<file path="src/rtl/div_pkg.sv">
// Shared types and constants for the sequential restoring divider.
package div_pkg;

  localparam int DW_DEFAULT = 8;

  typedef enum logic [1:0] {
    IDLE = 2'd0,
    CALC = 2'd1,
    DONE = 2'd2
  } state_t;

  // Wide enough for any practical DW; the top slices off 2*DW bits.
  localparam logic [63:0] DBZ_QUOT = '1;

endpackage

</file>
<file path="src/rtl/seq_array_div_if.sv">
// Operand/result handshake bundle between a divider and its user.
interface seq_array_div_if #(
  parameter int DW = 8
);
  logic              in_valid;
  logic              in_ready;
  logic [2*DW-1:0]   dividend;
  logic [DW-1:0]     divisor;
  logic              out_valid;
  logic              out_ready;
  logic [2*DW-1:0]   quot;
  logic [DW-1:0]     rem;
  logic              div_by_zero;

  modport master (
    output in_valid, dividend, divisor, out_ready,
    input  in_ready, out_valid, quot, rem, div_by_zero
  );

  modport slave (
    input  in_valid, dividend, divisor, out_ready,
    output in_ready, out_valid, quot, rem, div_by_zero
  );
endinterface

</file>
<file path="src/rtl/div_step.sv">
// One subtract-and-select row of a restoring divider: resolves a single quotient bit.
module div_step #(
  parameter int DW = 8
) (
  input  logic [DW-1:0] r,
  input  logic          bit_in,
  input  logic [DW-1:0] d,
  output logic [DW-1:0] r_next,
  output logic          q
);
  // T = {r, bit_in}. Its top bit is r[DW-1]; when set, T >= D regardless of the low
  // subtract, otherwise the borrow of the low subtract decides.
  logic [DW-1:0] t_low;
  logic [DW:0]   diff;

  assign t_low  = {r[DW-2:0], bit_in};
  assign diff   = {1'b0, t_low} - {1'b0, d};
  assign q      = r[DW-1] | ~diff[DW];
  assign r_next = q ? diff[DW-1:0] : t_low;
endmodule

</file>
<file path="src/rtl/seq_array_div.sv">
// Iterative unsigned restoring divider: 2*DW-bit dividend / DW-bit divisor, one quotient bit per cycle.
module seq_array_div
  import div_pkg::*;
#(
  parameter int DW = DW_DEFAULT
) (
  input  logic          clk,
  input  logic          rst,
  seq_array_div_if.slave bus
);
  localparam int CW = $clog2(2*DW);
  localparam logic [CW-1:0] CNT_START = CW'(2*DW-1);

  state_t          state_reg, state_next;
  logic [2*DW-1:0] dvd_reg;
  logic [DW-1:0]   d_reg;
  logic [DW-1:0]   r_reg;
  logic [CW-1:0]   cnt_reg;
  logic [2*DW-1:0] quot_reg;
  logic [DW-1:0]   rem_reg;
  logic            dbz_reg;

  logic [DW-1:0]   step_r;
  logic            step_q;
  logic            divisor_zero;

  div_step #(.DW(DW)) u_step (
    .r      (r_reg),
    .bit_in (dvd_reg[2*DW-1]),
    .d      (d_reg),
    .r_next (step_r),
    .q      (step_q)
  );

  assign divisor_zero = (bus.divisor == '0);

  always_ff @(posedge clk) begin
    if (rst) state_reg <= IDLE;
    else     state_reg <= state_next;
  end

  always_comb begin
    state_next = state_reg;
    case (state_reg)
      IDLE: if (bus.in_valid) state_next = divisor_zero ? DONE : CALC;
      CALC: if (cnt_reg == '0) state_next = DONE;
      DONE: if (bus.out_ready) state_next = IDLE;
      default: state_next = IDLE;
    endcase
  end

  // The dividend register doubles as the quotient shift register: each step
  // shifts out a dividend bit at the top and shifts in a quotient bit at the bottom.
  always_ff @(posedge clk) begin
    if (rst) begin
      dvd_reg  <= '0;
      d_reg    <= '0;
      r_reg    <= '0;
      cnt_reg  <= '0;
      quot_reg <= '0;
      rem_reg  <= '0;
      dbz_reg  <= 1'b0;
    end else begin
      case (state_reg)
        IDLE: begin
          if (bus.in_valid) begin
            dvd_reg <= bus.dividend;
            d_reg   <= bus.divisor;
            r_reg   <= '0;
            cnt_reg <= CNT_START;
            if (divisor_zero) begin
              quot_reg <= DBZ_QUOT[2*DW-1:0];
              rem_reg  <= bus.dividend[DW-1:0];
              dbz_reg  <= 1'b1;
            end
          end
        end
        CALC: begin
          dvd_reg <= {dvd_reg[2*DW-2:0], step_q};
          r_reg   <= step_r;
          cnt_reg <= cnt_reg - 1'b1;
          if (cnt_reg == '0) begin
            quot_reg <= {dvd_reg[2*DW-2:0], step_q};
            rem_reg  <= step_r;
            dbz_reg  <= 1'b0;
          end
        end
        default: ;
      endcase
    end
  end

  assign bus.in_ready    = (state_reg == IDLE);
  assign bus.out_valid   = (state_reg == DONE);
  assign bus.quot        = quot_reg;
  assign bus.rem         = rem_reg;
  assign bus.div_by_zero = dbz_reg;
endmodule

</file>
<file path="src/flat_wrapper.sv">
// flat-port wrapper written by rule: the top's interface ports become plain ports
module seq_array_div_flat import div_pkg::*;
#(
  parameter int DW = DW_DEFAULT
)
  (clk, rst, bus_in_valid, bus_dividend, bus_divisor, bus_out_ready, bus_in_ready, bus_out_valid, bus_quot, bus_rem, bus_div_by_zero);
  seq_array_div_if #(.DW(DW)) bus_i ();
  input  logic clk;
  input  logic rst;
  input wire logic [$bits(bus_i.in_valid)-1:0] bus_in_valid;
  input wire logic [$bits(bus_i.dividend)-1:0] bus_dividend;
  input wire logic [$bits(bus_i.divisor)-1:0] bus_divisor;
  input wire logic [$bits(bus_i.out_ready)-1:0] bus_out_ready;
  output wire logic [$bits(bus_i.in_ready)-1:0] bus_in_ready;
  output wire logic [$bits(bus_i.out_valid)-1:0] bus_out_valid;
  output wire logic [$bits(bus_i.quot)-1:0] bus_quot;
  output wire logic [$bits(bus_i.rem)-1:0] bus_rem;
  output wire logic [$bits(bus_i.div_by_zero)-1:0] bus_div_by_zero;
  assign bus_i.in_valid = bus_in_valid;
  assign bus_i.dividend = bus_dividend;
  assign bus_i.divisor = bus_divisor;
  assign bus_i.out_ready = bus_out_ready;
  assign bus_in_ready = bus_i.in_ready;
  assign bus_out_valid = bus_i.out_valid;
  assign bus_quot = bus_i.quot;
  assign bus_rem = bus_i.rem;
  assign bus_div_by_zero = bus_i.div_by_zero;
  seq_array_div #(.DW(DW)) u_core (.clk(clk), .rst(rst), .bus(bus_i));
endmodule
</file>
<file path="config.mk">
export PLATFORM = sky130hd
export DESIGN_NAME = seq_array_div_flat
export DESIGN_NICKNAME = d
export VERILOG_FILES = /design/src/rtl/div_pkg.sv /design/src/rtl/seq_array_div_if.sv /design/src/rtl/div_step.sv /design/src/rtl/seq_array_div.sv /design/src/flat_wrapper.sv
export SDC_FILE = /design/constraint.sdc
export NUM_CORES = 1
export LEC_CHECK = 0
export CORE_MARGIN = 1
export CORE_UTILIZATION = 27
export CTS_BUF_LIST = sky130_fd_sc_hd__clkbuf_2
export DETAILED_ROUTE_END_ITERATION = 16
export GPL_TIMING_DRIVEN = 0
export PLACE_DENSITY = 0.52
export SYNTH_ARGS = -nofsm -noshare
export SYNTH_HDL_FRONTEND = slang
export SYNTH_SLANG_ARGS = --single-unit
</file>
<file path="constraint.sdc">
create_clock -name clk -period 2.13 [get_ports clk]
set_input_delay 0.426 -clock clk [delete_from_list [all_inputs] [get_ports clk]]
set_output_delay 0.426 -clock clk [all_outputs]
set_load 0.01 [all_outputs]
</file>
==> results of run 1 <==
## layer usage
metal / global-route usage, % / routed length (µm) / vias up
met1: 23.80 / 4727 / 1419
met2: 24.21 / 4094 / 76
li1: - / - / 1519
met3: 4.124 / 410 / 8
met4: 4.440 / 136 / 0
met5: 0 / 0 / -
## cell type report
type / count / area (µm²) / area share, %
multi-input cells: 286 / 1828 / 43.37
flip-flops and latches: 63 / 1270 / 30.13
repair buffers: 62 / 614.3 / 14.57
well taps: 140 / 175.2 / 4.156
plain buffers: 27 / 115.1 / 2.731
clock inverters: 7 / 111.4 / 2.642
inverters: 15 / 56.30 / 1.336
clock buffers: 9 / 45.04 / 1.069
## report_power, final
part           leakage [nW]  internal, mW  switching [mW]
registers             0.521          1.31           0.104
logic                 0.906         0.557           0.658
clock network        0.0893         0.498           0.452
total                  1.52          2.36            1.21
## kinds of logic after synthesis
family	after synthesis	synth area share [%]
DFF	63	40.83
AOI/OAI and AO/OA	100	24.83
muxes	1	0.3240
buffers and inverters	43	5.467
xor gates and xnor gates	7	1.985
adders and majority gates	10	4.293
and+or+nand+nor	168	22.28
## cell usage in the layout (no fill, tap or decap), types with 3 or more instances in the layout
cell type	netlist	layout
nor2_1	81	80
nand2_1	66	65
dfxtp_1	63	58
clkdlybuf4s50_1	0	51
a211oi_1	30	24
a21oi_1	22	20
clkbuf_1	19	17
a311oi_1	22	17
inv_1	15	13
clkbuf_2	1	9
a2bb2oi_1	12	8
a211oi_2	0	6
ha_1	9	6
buf_2	5	5
xor2_1	5	5
a311oi_2	0	5
buf_6	0	5
a2bb2oi_2	0	4
buf_4	0	4
dfxtp_2	0	4
nor2b_1	4	3
buf_1	3	3
a21oi_4	2	3
nand3_2	1	3
bufinv_16	0	3
## final timing paths
| kind | slack, ps | cells past startpoint | from | endpoint |
|---|---|---|---|---|
| max | -100 | 12 | u_core.dvd_reg[15]$_SDFFE_PP0P_ | u_core.dvd_reg[0]$_SDFFE_PP0P_ |
| min | 300 | 2 | rst | u_core.dvd_reg[5]$_SDFFE_PP0P_ |
| max reg2reg | -100 | 12 | u_core.dvd_reg[15]$_SDFFE_PP0P_ | u_core.dvd_reg[0]$_SDFFE_PP0P_ |
| min reg2reg | 470 | 2 | u_core.d_reg[5]$_SDFFE_PP0P_ | u_core.d_reg[5]$_SDFFE_PP0P_ |
## stage by stage
step / worst slack (ps) / area, µm² / TNS (ps) / util (%)
final: -95.78 / 4215 / -1003 / 38.38
after global routing: -171.5 / 4215 / -2230 / 38.38
after CTS: -79.34 / 4105 / -601.1 / 37.38
after detailed placement: -310.6 / 3795 / -8631 / 34.55
after global placement: -314.9 / 3795 / -7954 / 34.55
after floorplan: 63.88 / 3089 / 0 / -
## critical path: cells and delay by family, from the launching register on
family	cells	cell delay (ps)
flops	1	380
fa+ha+maj	2	480
buf+inv	5	510
compound gates	5	720
## repair_timing
action | in CTS | in global routing
pin swaps | 14 | 7
setup buffers | 7 | 2
hold buffers | 0 | 0
endpoints found under the setup margin | 20 | 19
resized for setup | 33 | 17
==> metrics.md, run 1 <==
| Metric | Value |
|---|---|
| Run status | `finished, violations left` |
| Failing checks | `setup timing` |
| Relative area change from synthesis to final layout | `36.45%` |
| Least-Margin Pin Slew | `677.8 ps` |
| CTS H-Tree Depth | `3` |
| Static leakage | `1.516 nW` |
| CTS tree | `done` |
| Routed wirelength normalized by instance count | `around 15 µm` |
| Endpoint class of the critical path | `flip-flop` |
| Remaining routing DRC violations | `0` |
| Total clock sinks | `63` |
| Largest cells by area after synthesis | `dfxtp_1, nor2_1, nand2_1` |
| Ranking of synthesized cells by instance count | `nor2_1, nand2_1, dfxtp_1` |
| Post-layout min period | `around 2200 ps` |
| Setup repair after global routing missed its margin | `true` |
| Boundary pin count | `55` |
| Initial antenna violation count | `0` |
| Period Utilization, post-route | `104.5%` |
| Share of the synthesized area in the top cell type | `40.83%` |
| Maximum fanout along the worst path | `5` |
| CP arrival | `~2600 ps` |
| Leading cell type by number of instances after synthesis | `nor2_1` |
| Antenna diode count | `0` |
| Largest net degree at the start of global routing | `12` |
| Overall Power | `about 3.6 mW` |
| Library cell contributing the largest single delay on the critical path | `dfxtp_2` |
| Total number of vias | `between 3k and 4k` |
| Post-synth EDFFs | `0` |
| Asr flop ratio synth | `0%` |
| Clock skew after layout | `22.71 ps` |
| TritonCTS Buffers | `9` |
| Most common cell type on the critical path | `buf_6` |
| Peak VDD IR | `around 0.35 mV` |
| Post-Syn Area | `around 3100 µm²` |
| Hold slack | `~300 ps` |
| Kind of start point of the critical path | `flip-flop` |
| Cell breakdown of the critical path | `inv_2 -> ha_4 -> inv_2 -> fa_2 -> a211oi_2 -> o31a_2 -> buf_6 -> a21oi_4 -> buf_6 -> buf_6 -> a21oi_2 -> a211oi_1` |
| Aggregate global-route resource usage | `between 15 and 20%` |
| Detailed-route vias per instance | `between 4 and 5` |
| DRT Wirelength | `9.370 mm` |
| Initial detailed-routing violation count | `~170` |
| Core Area | `roughly 11,000 µm²` |
| Via count of the first global-routing pass | `approximately 2.8k` |
| Post-synthesis register bit count | `between 60 and 70` |
| Die Footprint | `11,870 µm²` |
| Placed cells | `roughly 600` |
| Final Hold Vio Count | `0` |
| Data required time at the worst endpoint | `~2500 ps` |
| Slew Limit Fails | `0` |
| Global-route wire length before repair | `14.83 mm` |
| Clock edge transition at the registers on the reported setup and hold paths | `approximately 190 ps` |
| Dominant synthesized flop cell | `dfxtp_1` |
| Post-route ant nets | `0` |
| Insertion delay to the later sink of the worst-skew pair | `approximately 500 ps` |
| Clock tree root driver cell | `clkbuf_2` |
| Max Cap Violations | `0` |
| Router iterations before antenna repair | `4` |
| Starting utilization of the core area | `approximately 28%` |
| Largest stage delay, worst path | `between 300 and 400 ps` |
| Filler cell count | `around 1.2k` |
| Library cells used by synthesis | `40` |
| Width of the die | `about 110 µm` |
| Largest area contributor in the synthesized netlist | `dfxtp_1` |
| YS warnings | `0` |
| Net Count, Synth | `430` |
| WS Path Type | `flip-flop to flip-flop` |
| HPWL after detailed placement | `about 6.8 mm` |
| Maximum clock insertion buffer count | `2` |
| Mean instance size in the synthesized netlist | `7.881 µm²` |
| Residual overflow from global routing | `0` |
| Gate count of the mapped netlist | `between 300 and 400` |
| Worst max-slew margin expressed relative to the limit | `54.81%` |
| Number of setup violations in the final report | `15` |
| Row count | `38` |
| Final worst-path setup slack | `-95.78 ps` |
| Post-synthesis sequential area ratio | `~41%` |
| Number of cells in the finished layout apart from fillers | `609` |
| Final Wtd Congestion | `between 0.7 and 0.8` |
| Fraction of final layout cells with drive strength greater than 1 | `~16%` |
| Fmax | `449.3 MHz` |
| Y dimension of the die | `roughly 110 µm` |
| Worst min-delay path category | `input pin to flip-flop` |
| I/O Buffers | `between 50 and 60` |
| Pwr dens | `848.2 nW/µm²` |
| Number of nets in the layout | `roughly 500` |
No activity file was read; power rests on OpenSTA's default activity.
==> inputs of run 2 (changes only) <==
--- a/config.mk
+++ b/config.mk
@@ -6,11 +6,11 @@
 export NUM_CORES = 1
 export LEC_CHECK = 0
 export CORE_MARGIN = 1
-export CORE_UTILIZATION = 27
+export CORE_UTILIZATION = 35
 export CTS_BUF_LIST = sky130_fd_sc_hd__clkbuf_2
 export DETAILED_ROUTE_END_ITERATION = 16
 export GPL_TIMING_DRIVEN = 0
-export PLACE_DENSITY = 0.52
+export PLACE_DENSITY = 0.63
 export SYNTH_ARGS = -nofsm -noshare
 export SYNTH_HDL_FRONTEND = slang
 export SYNTH_SLANG_ARGS = --single-unit
==> run 2 against run 1 <==
The run still ends with setup timing left. Die area fell by 22%. Worst setup slack better by 75 ps. Sequential share of layout area grew 0.49 points. Maximum frequency is 3.5% higher. Via count fell by 0.56%. Clock skew down 5.0 ps. Combinational power hardly changed. Largest cell class unchanged. Highest routed layer unchanged.
==> metrics.md, run 2 (synthesized netlist as in run 1, its figures left out) <==
| Metric | Value |
|---|---|
| Maximum clock insertion buffer count | `2 (unchanged)` |
| Row count | `33 (-13%)` |
| HPWL after detailed placement | `6.506 mm (-5.0%)` |
| Number of nets in the layout | `502 (unchanged)` |
| Filler cell count | `858 (-26%)` |
| # hold bufs at CTS | `0 (unchanged)` |
| Post-route standard cell area excluding fillers | `4151 µm² (-1.5%)` |
| Worst max-slew margin expressed relative to the limit | `58.77% (+4.0 points)` |
| Most common cell after layout, fill and taps aside | `nor2_1` |
| Antenna diode count | `0 (unchanged)` |
| Total clock sinks | `63 (unchanged)` |
| Endpoint class of the critical path | `flip-flop` |
| Clock edge transition at the registers on the reported setup and hold paths | `200 ps (about the same)` |
| Clock skew after layout | `17.70 ps (-5.009 ps)` |
| Post-layout min period | `2150 ps (-75.39 ps)` |
| Starting utilization of the core area | `36.86% (+8.7 points)` |
| Maximum fanout along the worst path | `5 (unchanged)` |
| Reg-to-reg critical path startpoint | `u_core.dvd_reg[15]$_SDFFE_PP0P_` |
| Number of cells in the finished layout apart from fillers | `574 (-5.7%)` |
| Global-route wire length before repair | `14.03 mm (-5.4%)` |
| Overall Power | `3.393 mW (-5.1%)` |
| Boundary pin count | `55 (unchanged)` |
| Capture instance of the worst register-to-register path | `u_core.r_reg[2]$_SDFFE_PP0P_` |
| Post-route ant nets | `0 (unchanged)` |
| Initial detailed-routing violation count | `230 (+38%)` |
| CTS tree | `done` |
| Period Utilization, post-route | `101.0% (-3.5 points)` |
| Remaining routing DRC violations | `0 (unchanged)` |
| Data required time at the worst endpoint | `2510 ps (+20 ps)` |
| Register-to-Register Path Depth | `9 (-3)` |
| Routed wirelength normalized by instance count | `15.66 µm (+1.8%)` |
| Hold Path Sink | `u_core.dvd_reg[5]$_SDFFE_PP0P_` |
| Static leakage | `1.505 nW (-0.69%)` |
| Worst min-delay path category | `input pin to flip-flop` |
| Residual overflow from global routing | `0 (unchanged)` |
| Final worst-path setup slack | `-20.39 ps (+75.39 ps)` |
| WS Path Type | `flip-flop to flip-flop` |
| Largest net degree at the start of global routing | `13 (+1)` |
| Initial antenna violation count | `0 (unchanged)` |
| Final Hold Vio Count | `0 (unchanged)` |
| Die Footprint | `9206 µm² (-22%)` |
| Relative area change from synthesis to final layout | `34.39%` |
| DRT Wirelength | `8.991 mm (-4.0%)` |
| Total number of vias | `3,005 (-0.56%)` |
| Setup slack of the worst register-to-register path | `-20 ps (+80 ps)` |
| Failing checks | `setup timing` |
| Number of setup violations in the final report | `6 (-9)` |
| Placed cells | `550 (-6.0%)` |
| Aggregate global-route resource usage | `20.51% (+4.0 points)` |
| I/O Buffers | `53 (unchanged)` |
| CTS H-Tree Depth | `3 (unchanged)` |
| Core utilization of the finished layout | `49.53% (+11 points)` |
| Placed Area | `3751 µm² (-1.2%)` |
| Least-Margin Pin Slew | `618.4 ps (-59.41 ps)` |
| Slew Limit Fails | `0 (unchanged)` |
| TritonCTS Buffers | `9 (unchanged)` |
| Run status | `finished, violations left` |
| Pwr dens | `817.3 nW/µm² (-3.6%)` |
| Y dimension of the die | `95.95 µm (-12%)` |
| Final setup TNS | `-72.45 ps (+930.6 ps)` |
| Core Area | `8382 µm² (-24%)` |
| CP arrival | `2530 ps (-60 ps)` |
| Commonest cells after routing, fill and taps aside | `nor2_1, nand2_1, dfxtp_1` |
| Detailed-route vias per instance | `5.235 (+5.5%)` |
| Max Cap Violations | `0 (unchanged)` |
| Final Wtd Congestion | `0.8588 (+11%)` |
| Router iterations before antenna repair | `4 (unchanged)` |
| Via count of the first global-routing pass | `2,762 (-1.7%)` |
| Clock tree root driver cell | `clkbuf_2` |
| Peak VDD IR | `0.3621 mV (+3.8%)` |
| Launch point of the worst hold path | `rst` |
| Depth of the worst hold-timing path | `2 (unchanged)` |
| Fmax | `465.0 MHz (+3.5%)` |
| Fraction of final layout cells with drive strength greater than 1 | `15.57% (unchanged)` |
| Width of the die | `95.95 µm (-12%)` |
| Insertion delay to the later sink of the worst-skew pair | `500 ps (about the same)` |
| Setup repair after global routing missed its margin | `true` |
| Kind of start point of the critical path | `flip-flop` |
run 2: cell types whose count changed in the layout (fill, tap and decap cells not counted), sizes merged:
cell      change
bufinv        -2
clkinvlp      +1
inv           +1
run 2: worst max path at each step:
stage,start,endpoint,slack [ps]
2_1_floorplan,u_core.dvd_reg[15]$_SDFFE_PP0P_,u_core.r_reg[5]$_SDFFE_PP0P_,60
3_3_place_gp,bus_divisor[3],u_core.bus.quot[8]$_SDFFE_PP0P_,-260
3_5_place_dp,u_core.dvd_reg[15]$_SDFFE_PP0P_,u_core.r_reg[3]$_SDFFE_PP0P_,-260
4_1_cts,u_core.dvd_reg[15]$_SDFFE_PP0P_,u_core.r_reg[5]$_SDFFE_PP0P_,5
5_1_grt,u_core.dvd_reg[15]$_SDFFE_PP0P_,u_core.bus.rem[1]$_SDFFE_PP0P_,-90
6_report,u_core.dvd_reg[15]$_SDFFE_PP0P_,u_core.r_reg[2]$_SDFFE_PP0P_,-20
run 2: critical path: stages, from the launching register on:
cell	delay [ps]
dfxtp_2	390
inv_2	50
ha_4	150
inv_2	50
fa_2	220
a211oi_4	70
o31a_4	410
a21oi_4	270
a2bb2oi_1	310
a211oi_2	110
run 2: what timing repair did:
item,4_1_cts,5_1_grt
setup buffers,6,4
resized for setup,32,18
endpoints found under the setup margin,20,16
pin swaps,11,9
endpoints found under the hold margin,0,0
run 2: through the flow:
stage,hold slack (ps),setup WS [ps]
after CTS,273.9,4.838
after detailed placement,447.5,-255.5
final,309.8,-20.39
after global routing,314.7,-92.33
after floorplan,436.3,63.88
after global placement,445.1,-255.4
run 2: area by class of cell:
class / count / area [µm²] / area share, %
Multi-Input combinational cell: 286 / 1861 / 44.82
Sequential cell: 63 / 1271 / 30.62
Buffer: 27 / 115.1 / 2.773
Clock inverter: 7 / 72.57 / 1.748
Timing Repair Buffer: 62 / 599.3 / 14.44
Clock buffer: 9 / 45.04 / 1.085
Inverter: 15 / 56.30 / 1.356
Tap cell: 105 / 131.4 / 3.165
run 2: routing by layer:
metal / GRT usage [%] / share of wire, % / up-vias
met5: 0 / 0 / -
met4: 7.214 / 1.7 / 0
met3: 3.239 / 4.5 / 13
met2: 30.18 / 45 / 69
met1: 30.02 / 49 / 1403
li1: - / - / 1520
run 2: power by group:
group	switching (mW)	internal, mW
sequential	0.104	1.31
clock	0.483	0.272
combinational	0.660	0.567
==> inputs of run 3 (changes only) <==
--- a/config.mk
+++ b/config.mk
@@ -10,7 +10,7 @@
 export CTS_BUF_LIST = sky130_fd_sc_hd__clkbuf_2
 export DETAILED_ROUTE_END_ITERATION = 16
 export GPL_TIMING_DRIVEN = 0
-export PLACE_DENSITY = 0.63
+export MAX_ROUTING_LAYER = met4
 export SYNTH_ARGS = -nofsm -noshare
 export SYNTH_HDL_FRONTEND = slang
 export SYNTH_SLANG_ARGS = --single-unit
==> run 3 against run 2 <==
The flow now finishes without violations. Combinational power hardly changed. Cell count rose by 0.17%. Sequential power about the same. Core utilization increased by 0.69 points. Clock skew increased by 16 ps. Critical endpoint is now u_core.r_reg[6]$_SDFFE_PP0P_.
==> metrics.md, run 3 (synthesized netlist as in run 1, its figures left out) <==
| Metric | Value |
|---|---|
| Total number of vias | `3,008 (+0.10%)` |
| CP arrival | `2490 ps (-40 ps)` |
| Number of setup violations in the final report | `0 (-6)` |
| Int Power | `2.140 mW (-0.29%)` |
| Register-to-Register Path Depth | `7 (-2)` |
| Critical Path End | `u_core.r_reg[6]$_SDFFE_PP0P_` |
| Source of the critical timing path | `u_core.d_reg[6]$_SDFFE_PP0P_` |
| Worst min-delay path category | `input pin to flip-flop` |
| Worst max-slew margin expressed relative to the limit | `56.97% (-1.8 points)` |
| Final Hold Vio Count | `0 (unchanged)` |
| Clock tree root driver cell | `clkbuf_2` |
| Core utilization of the finished layout | `50.22% (+0.69 points)` |
| Fraction of final layout cells with drive strength greater than 1 | `17.23% (+1.7 points)` |
| Setup repair after global routing missed its margin | `true` |
| Post-route standard cell area excluding fillers | `4209 µm² (+1.4%)` |
| Relative area change from synthesis to final layout | `36.25%` |
| Peak VDD IR | `0.3675 mV (+1.5%)` |
| Switching power summed over all nets | `1.249 mW (+0.18%)` |
| DRT Wirelength | `8.848 mm (-1.6%)` |
| Router iterations before antenna repair | `5 (+1)` |
| Maximum fanout along the worst path | `5 (unchanged)` |
| Y dimension of the die | `95.95 µm (unchanged)` |
| Run status | `finished clean` |
| Endpoint class of the critical path | `flip-flop` |
| Capture instance of the worst register-to-register path | `u_core.r_reg[6]$_SDFFE_PP0P_` |
| Aggregate global-route resource usage | `21.51% (+1.0 points)` |
| Period Utilization, post-route | `97.47% (-3.5 points)` |
| Starting utilization of the core area | `36.86% (unchanged)` |
| Boundary pin count | `55 (unchanged)` |
| Setup slack of the worst register-to-register path | `50 ps (+70 ps)` |
| Die Footprint | `9206 µm² (unchanged)` |
| Width of the die | `95.95 µm (unchanged)` |
| Antenna diode count | `0 (unchanged)` |
| Fraction of power consumed by sequential logic | `41.6% (about the same)` |
| HPWL after detailed placement | `6.440 mm (-1.0%)` |
| Clock edge transition at the registers on the reported setup and hold paths | `200 ps (about the same)` |
| Final setup TNS | `0 ps (+72.45 ps)` |
| Highest metal layer with signal wires | `met4` |
| Number of buffers and inverters on the critical path | `1 (-1)` |
| Insertion delay to the later sink of the worst-skew pair | `500 ps (about the same)` |
| Remaining routing DRC violations | `0 (unchanged)` |
| I/O Buffers | `53 (unchanged)` |
| Least-Margin Pin Slew | `645.4 ps (+26.99 ps)` |
| Library cell contributing the largest single delay on the critical path | `nor3_1` |
| Clock network fraction of total power | `21.7% (-0.5 points)` |
| Hold slack | `323.5 ps (+13.65 ps)` |
| Row count | `33 (unchanged)` |
| Detail Route met2 WL | `3.881 mm (-3.1%)` |
| CTS H-Tree Depth | `3 (unchanged)` |
| Static leakage | `1.517 nW (+0.76%)` |
| Global-route wire length before repair | `14.32 mm (+2.1%)` |
| Reg-to-reg critical path startpoint | `u_core.d_reg[6]$_SDFFE_PP0P_` |
| Core Area | `8382 µm² (unchanged)` |
| Initial antenna violation count | `0 (unchanged)` |
| Overall Power | `3.389 mW (-0.12%)` |
| Maximum clock insertion buffer count | `2 (unchanged)` |
| Kind of cell with the highest combined delay on the critical path | `compound AO/OA/AOI/OAI gates` |
| Number of nets in the layout | `503 (+0.20%)` |
| Clock skew after layout | `33.51 ps (+15.81 ps)` |
| Post-layout min period | `2076 ps (-74.38 ps)` |
| Slew Limit Fails | `0 (unchanged)` |
| CTS tree | `done` |
| Initial detailed-routing violation count | `237 (+3.0%)` |
| Residual overflow from global routing | `0 (unchanged)` |
| Wl on met1 | `4.265 mm (-3.7%)` |
| Via count of the first global-routing pass | `2,827 (+2.4%)` |
| Most common cell after layout, fill and taps aside | `nor2_1` |
| TritonCTS Buffers | `9 (unchanged)` |
| Kind of start point of the critical path | `flip-flop` |
| Filler cell count | `831 (-3.1%)` |
| Placed Area | `3751 µm² (unchanged)` |
| Pwr dens | `805.2 nW/µm² (-1.5%)` |
| Stages on worst setup path | `7 (-2)` |
| Fmax | `481.7 MHz (+3.6%)` |
| Data required time at the worst endpoint | `2550 ps (+40 ps)` |
| Sw frac | `36.84% (+0.11 points)` |
| Total clock sinks | `63 (unchanged)` |
| WS Path Type | `flip-flop to flip-flop` |
| Comb power frac | `36.7% (+0.5 points)` |
| Routed wire length on met3 | `562 µm (+39%)` |
| Max Cap Violations | `0 (unchanged)` |
| Routed wirelength normalized by instance count | `15.39 µm (-1.8%)` |
| Largest net degree at the start of global routing | `13 (unchanged)` |
| Final Wtd Congestion | `0.8473 (-1.3%)` |
| Cell breakdown of the critical path | `inv_1 -> ha_1 -> o21a_1 -> nor3_1 -> a21o_4 -> nand3_2 -> a311oi_1` |
| Detailed-route vias per instance | `5.231 (about the same)` |
| Largest stage delay, worst path | `400 ps (about the same)` |
| Commonest cells after routing, fill and taps aside | `nor2_1, nand2_1, dfxtp_1` |
| Post-route ant nets | `0 (unchanged)` |
run 3: cell types whose count changed in the layout (fill, tap and decap cells not counted), sizes merged:
cell      before  now
buf           17   18
clkinv         3    2
clkinvlp       2    3
run 3: power groups by stage:
stage | registers [mW] | logic [mW] | clock network [mW]
final | 1.41 | 1.24 | 0.737
after global routing | 1.43 | 1.37 | 0.811
after CTS | 1.41 | 1.08 | 0.760
after detailed placement | 1.43 | 0.975 | 0
after global placement | 1.42 | 0.964 | 0
after floorplan | 1.42 | 0.648 | 0
run 3: worst reg2reg max path: cells and delay by family (launching register included):
kind	cells	cell delay (ps)
flops	1	370
buf+inv	1	70
fa+ha+maj	1	350
simple gates	2	500
compound gates	3	720
run 3: final cells by class:
class | count | area (µm²) | area share (%)
flip-flops and latches | 63 | 1274 | 30.26
clock inverters | 7 | 71.32 | 1.694
well taps | 105 | 131.4 | 3.121
clock buffers | 9 | 45.04 | 1.070
multi-input cells | 286 | 1902 | 45.18
repair buffers | 62 | 606.8 | 14.42
plain buffers | 28 | 122.6 | 2.913
inverters | 15 | 56.30 | 1.338
run 3: worst min-delay path by stage:
stage	startpoint	endpoint	slack [ps]	cells after the start
final	rst	u_core.dvd_reg[5]$_SDFFE_PP0P_	320	2
after global routing	rst	u_core.dvd_reg[5]$_SDFFE_PP0P_	330	2
after CTS	rst	u_core.dvd_reg[4]$_SDFFE_PP0P_	280	2
after detailed placement	u_core.d_reg[7]$_SDFFE_PP0P_	u_core.d_reg[7]$_SDFFE_PP0P_	450	2
after global placement	u_core.d_reg[2]$_SDFFE_PP0P_	u_core.d_reg[2]$_SDFFE_PP0P_	450	2
after floorplan	u_core.d_reg[1]$_SDFFE_PP0P_	u_core.d_reg[1]$_SDFFE_PP0P_	440	2
run 3: timing repair:
item | CTS | global route
setup buffers | 5 | 4
gates resized for setup | 32 | 31
setup endpoints to repair | 20 | 18
pin swaps | 17 | 8
hold buffers | 0 | 0
run 3: per-stage QoR:
step / std cells / setup slack (ps)
floorplan: 392 / 63.88
global placement: 550 / -251.2
detailed placement: 550 / -280.4
CTS: 571 / -38.42
global route: 575 / -65.45
finish: 575 / 54.00
run 3: layer usage:
layer	vias to the layer above	global-route usage, %
li1	1516	-
met1	1390	29.94
met2	89	31.19
met3	13	4.028
met4	0	7.090
met5	-	-
